## src/rtl/pinaipple_gpio.sv

```systemverilog
// GPIO peripheral: synchronised and debounced inputs with sticky edge status and an interrupt, plus set/clear/toggle outputs.
// Bus response arrives 1 cycle after req_i. There is no backpressure: every req_i cycle is accepted.
module pinaipple_gpio #(
  parameter int unsigned          GPIWidth       = 8,
  parameter int unsigned          GPOWidth       = 8,
  parameter int unsigned          DebounceCycles = 4,
  parameter logic [GPOWidth-1:0]  GPOResetVal    = '0
) (
  input  logic                clk_sys_in,
  input  logic                rst_sys_in,
  input  logic                req_i,
  input  logic                we_i,
  input  logic [5:0]          addr_i,
  input  logic [31:0]         wdata_i,
  output logic                rvalid_o,
  output logic [31:0]         rdata_o,
  output logic                err_o,
  input  logic [GPIWidth-1:0] gp_i,
  output logic [GPOWidth-1:0] gp_o,
  output logic                irq_o
);

  localparam int unsigned CntW = (DebounceCycles > 0) ? $clog2(DebounceCycles + 1) : 1;

  // Reset asserts asynchronously and is released two clock edges after rst_sys_in rises.
  logic [1:0] rst_pipe;
  logic       rst_n;

  always_ff @(posedge clk_sys_in or negedge rst_sys_in) begin
    if (!rst_sys_in) rst_pipe <= '0;
    else             rst_pipe <= {rst_pipe[0], 1'b1};
  end
  assign rst_n = rst_pipe[1];

  logic [GPIWidth-1:0] sync_q1, sync_q2;
  logic [GPIWidth-1:0] deb, deb_next;

  always_ff @(posedge clk_sys_in or negedge rst_n) begin
    if (!rst_n) begin
      sync_q1 <= '0;
      sync_q2 <= '0;
      deb     <= '0;
    end else begin
      sync_q1 <= gp_i;
      sync_q2 <= sync_q1;
      deb     <= deb_next;
    end
  end

  generate
    if (DebounceCycles == 0) begin : g_bypass
      assign deb_next = sync_q2;
    end else begin : g_debounce
      localparam logic [CntW-1:0] CntLast = CntW'(DebounceCycles - 1);
      for (genvar i = 0; i < int'(GPIWidth); i++) begin : g_bit
        logic [CntW-1:0] cnt;
        logic            differ;
        assign differ      = sync_q2[i] != deb[i];
        assign deb_next[i] = (differ && cnt == CntLast) ? sync_q2[i] : deb[i];
        always_ff @(posedge clk_sys_in or negedge rst_n) begin
          if (!rst_n)                      cnt <= '0;
          else if (!differ || cnt == CntLast) cnt <= '0;
          else                             cnt <= cnt + CntW'(1);
        end
      end
    end
  endgenerate

  logic [GPIWidth-1:0] rise, fall;
  assign rise = deb_next & ~deb;
  assign fall = deb & ~deb_next;

  // Register bus decode: word index from addr_i[5:2].
  logic [3:0]          idx;
  logic                wr;
  logic                rd;
  logic [GPOWidth-1:0] wr_gpo;
  logic [GPIWidth-1:0] wr_gpi;
  logic                unused_bits;

  assign idx         = addr_i[5:2];
  assign wr          = req_i & we_i;
  assign rd          = req_i & ~we_i;
  assign wr_gpo      = wdata_i[GPOWidth-1:0];
  assign wr_gpi      = wdata_i[GPIWidth-1:0];
  assign unused_bits = ^{addr_i[1:0], wdata_i};

  logic [GPOWidth-1:0] gpo;
  logic [GPIWidth-1:0] rise_st, fall_st, rise_en, fall_en;
  logic [GPIWidth-1:0] rise_clr, fall_clr;

  assign rise_clr = (wr && idx == 4'd5) ? wr_gpi : '0;
  assign fall_clr = (wr && idx == 4'd6) ? wr_gpi : '0;

  always_ff @(posedge clk_sys_in or negedge rst_n) begin
    if (!rst_n) begin
      gpo <= GPOResetVal;
    end else if (wr) begin
      case (idx)
        4'd0:    gpo <= wr_gpo;
        4'd1:    gpo <= gpo | wr_gpo;
        4'd2:    gpo <= gpo & ~wr_gpo;
        4'd3:    gpo <= gpo ^ wr_gpo;
        default: gpo <= gpo;
      endcase
    end
  end
  assign gp_o = gpo;

  // A new edge in the same cycle as a W1C keeps the status bit set.
  always_ff @(posedge clk_sys_in or negedge rst_n) begin
    if (!rst_n) begin
      rise_st <= '0;
      fall_st <= '0;
      rise_en <= '0;
      fall_en <= '0;
      irq_o   <= 1'b0;
    end else begin
      rise_st <= (rise_st & ~rise_clr) | rise;
      fall_st <= (fall_st & ~fall_clr) | fall;
      if (wr && idx == 4'd7) rise_en <= wr_gpi;
      if (wr && idx == 4'd8) fall_en <= wr_gpi;
      irq_o   <= |((rise_st & rise_en) | (fall_st & fall_en));
    end
  end

  logic [31:0] rd_mux;
  logic        mapped;

  always_comb begin
    rd_mux = '0;
    mapped = 1'b1;
    case (idx)
      4'd0, 4'd1, 4'd2, 4'd3: rd_mux = 32'(gpo);
      4'd4:    rd_mux = 32'(deb);
      4'd5:    rd_mux = 32'(rise_st);
      4'd6:    rd_mux = 32'(fall_st);
      4'd7:    rd_mux = 32'(rise_en);
      4'd8:    rd_mux = 32'(fall_en);
      default: mapped = 1'b0;
    endcase
  end

  always_ff @(posedge clk_sys_in or negedge rst_n) begin
    if (!rst_n) begin
      rvalid_o <= 1'b0;
      err_o    <= 1'b0;
      rdata_o  <= '0;
    end else begin
      rvalid_o <= req_i;
      err_o    <= req_i & ~mapped;
      rdata_o  <= (rd && mapped) ? rd_mux : '0;
    end
  end

endmodule

```

## config.mk

```make
export PLATFORM = sky130hd
export DESIGN_NAME = pinaipple_gpio
export DESIGN_NICKNAME = d
export VERILOG_FILES = /design/src/rtl/pinaipple_gpio.sv
export SDC_FILE = /design/constraint.sdc
export NUM_CORES = 1
export LEC_CHECK = 0
export BUFFER_PORTS_ARGS = -buffer_cell sky130_fd_sc_hd__buf_4
export CORE_MARGIN = 1.5
export CORE_UTILIZATION = 56
export CTS_BUF_LIST = sky130_fd_sc_hd__clkbuf_16
export DETAILED_ROUTE_END_ITERATION = 16
export PLACE_DENSITY = 0.8
export SYNTH_ARGS = -nofsm -noshare
export SYNTH_HDL_FRONTEND = slang
export SYNTH_SLANG_ARGS = --single-unit
```

## constraint.sdc

```tcl
create_clock -name clk_sys_in -period 3.3 [get_ports clk_sys_in]
set_input_delay 0.66 -clock clk_sys_in [delete_from_list [all_inputs] [get_ports clk_sys_in]]
set_output_delay 0.66 -clock clk_sys_in [all_outputs]
set_load 0.1 [all_outputs]
```

==> impl_results.md <==
* Outcome: complete, no violations
* Postcts setup bufs at 0
* CP required at 3.52 ns
* Yosys top cell area share at 49.5%
* Count leader, synth: dfrtp_1
* Worst hold path class: primary input to async pin
* Placed cells at 560
* Via/cell ratio at 5.77
* CTS sink cnt at 101
* RSZ-0062 raised after global routing: no
* Fin crit share at 67.7%
* Ys async rst share at 100%
* Worst Setup End Kind: flip-flop
* HPWL Detailed at 6.51 mm
* DRC errors left at 0
* Mapped Cells at 425
* VDD IR max at 430 uV
* Layout cells sized above 1 at 19.7%
* Post-Layout Cell Count at 576
* Cts repair resizes at 0
* Clock Tree Buf Depth at 2
* Clock Tree Root: clkbuf_16
* Largest net degree at the start of global routing at 75
* Post-synthesis cell type count at 37
* Post-synth EDFFs at 0
* Routing usage on met3 at 4.96%
* Final setup vio count at 0
* First-pass GRT wire length at 16.5 mm
* CTS tree: yes
* Met2 Usage GRT at 35.3%
* Worst Hold Slack at 0.0872 ns
* Cts hold-fix bufs at 0
* Relative max-transition margin at 36.0%
* Area grow syn2layout at 10.9%
* Setup Crit Path Kind: primary input to flip-flop
* Syn_area_per_cell at 12.0 sq um
* CP startpoint kind: primary input
* Critical Path Start: addr_i[2]
* Initial antenna violation count at 0
* Clock transition at path regs at 0.06 ns
* Die Ht at 98.5 um
* Fill count at 661
* CTS Buf Count at 9
* Tmin final at 2.23 ns
* IO Count at 93
* Port bufs at 42
* Pre-CTS setup slack at 0.749 ns
* Cell Area, Synth at 5100 sq um
* # diodes at 0
* Final Wtd Congestion at 0.827
* Initial core utilization at 58.2%
* WL/cell at 17.3 um
* #FFs+latches synth at 101
* FP Rows at 34
* Max Slew Vio Count at 0
* WL final at 9.98 mm
* R2R Path Start: gp_o[6]$_DFFE_PN0P_
* Sequential area share after synthesis at 49.5%
* Grt total ovfl at 0
* YS warnings at 0
* Worst slew pin tran at 0.960 ns
* Endpoints failing hold at 0
* Setup tns final at 0 ns
* H-tree depth at 3
* Worst Clk Skew at 0.00890 ns
* Fin nets at 545
* PD cells at 761 nW/um^2
* Total power at 4.31 mW
* Final worst slack at 1.07 ns
* Crit-path max FO at 30
* All-Layer GR Usage at 21.7%
* Cell taking the most area after synthesis: dfrtp_1
* Pre-antenna DRT Iters at 4
* Global routing's busiest layer: met2
* Final ANT Viol Nets at 0
* DRC marker count from the first detailed-route iteration at 191
* Via Count at 3321
* Synth area leaders: dfrtp_1, ha_1, mux2_4
* Maximum clock rate at 0.448 GHz
* WP data arrival at 2.45 ns
* Synth cell count leaders: dfrtp_1, inv_1, ha_1
* Met1 Use GR at 28.4%
* Die X at 98.5 um
* CORE AREA at 8760 sq um
* Die area at 9700 sq um
* Predominant post-synthesis flop cell: dfrtp_1
* Leak at 2.71 nW
* Worst skew pair latency at 0.34 ns
* Max_cap viols at 0
* Vias in the first global route at 3316
==> layout make-up <==
class / instances / area, sq um / share of cell area (%)
Clock buffer: 9 / 225 / 3.98
Timing Repair Buffer: 46 / 345 / 6.10
Sequential cell: 101 / 2530 / 44.7
Tap cell: 108 / 135 / 2.39
Inverter: 53 / 199 / 3.51
Multi-Input combinational cell: 252 / 2140 / 37.7
Clock inverter: 7 / 88.8 / 1.57
==> cell families after synthesis <==
kind of cell,share of synthesized area [%]
buf+inv,10.3
simple gates,11.2
compound gates,9.14
other cells,0.147
fa+ha+maj,7.84
flops,49.5
xor+xnor,1.37
mux,10.4
==> worst max-delay path: stages <==
cell,delay [ns]
buf_4,0.33
and4b_1,0.52
and2_1,0.58
mux2_4,0.35
==> placed cells by master, fill, tap and decap left out, types with 2 or more instances in the layout <==
master	netlist	final
xor2_1	8	8
clkbuf_16	0	9
bufinv_16	0	2
nand4bb_1	8	8
inv_1	53	53
a32o_1	4	4
conb_1	2	25
mux4_1	3	3
a221oi_1	4	4
a31oi_1	8	8
nand2b_1	8	8
and2_1	3	3
ha_1	32	32
nand4b_1	8	8
mux2_4	19	19
nor2_1	27	27
dfrtp_1	101	100
mux4_2	5	5
mux2_2	5	5
o2bb2ai_1	6	6
a22o_1	10	10
a222oi_1	8	8
buf_4	27	46
nand3_1	16	16
and3b_1	2	2
a21o_1	8	8
o21ai_0	8	8
nand2_1	20	20
clkinv_1	0	3
==> sequential cells by signal, indices dropped and copies added, names as in the netlist <==
signal	cells
g_debounce.g_bit.cnt	24
deb	8
fall_en	8
fall_st	8
gp_o	8
rdata_o	8
rise_en	8
rise_st	8
sync_q1	8
sync_q2	8
rst_pipe	2
err_o	1
irq_o	1
rvalid_o	1
==> metrics by stage <==
| step | instance area [sq um] | utilization, % |
|---|---|---|
| after global routing | 5660 | 64.6 |
| final | 5660 | 64.6 |
| after floorplan | 5190 | - |
| after detailed placement | 5350 | 61.0 |
| after CTS | 5660 | 64.6 |
| after global placement | 5350 | 61.0 |
==> where the power goes <==
part           internal [mW]  switching, mW
clock network          0.661          0.454
logic                  0.483          0.886
registers               1.54          0.283
==> routing by layer <==
| metal | share of wire, % | routed length [um] | vias to the layer above |
|---|---|---|---|
| li1 | - | - | 1506 |
| met1 | 43 | 4250 | 1679 |
| met2 | 49 | 4920 | 116 |
| met3 | 6.1 | 609 | 20 |
| met4 | 2.0 | 200 | 0 |
| met5 | 0 | 0 | - |
==> path summary, 6_finish.rpt <==
path	slack, ns	cells past startpoint	endpoint
max in group asynchronous	2.03	1	rise_st[1]$_DFF_PN0_
setup / recovery	1.07	4	rise_en[3]$_DFFE_PN0P_
min in group clk_sys_in	0.35	0	sync_q2[1]$_DFF_PN0_
setup reg to reg	1.67	4	gp_o[6]$_DFFE_PN0P_
hold / removal	0.09	1	rst_pipe[1]$_DFF_PN0_
hold reg to reg	0.35	0	sync_q2[1]$_DFF_PN0_
Power figures use the tool's default switching activity.
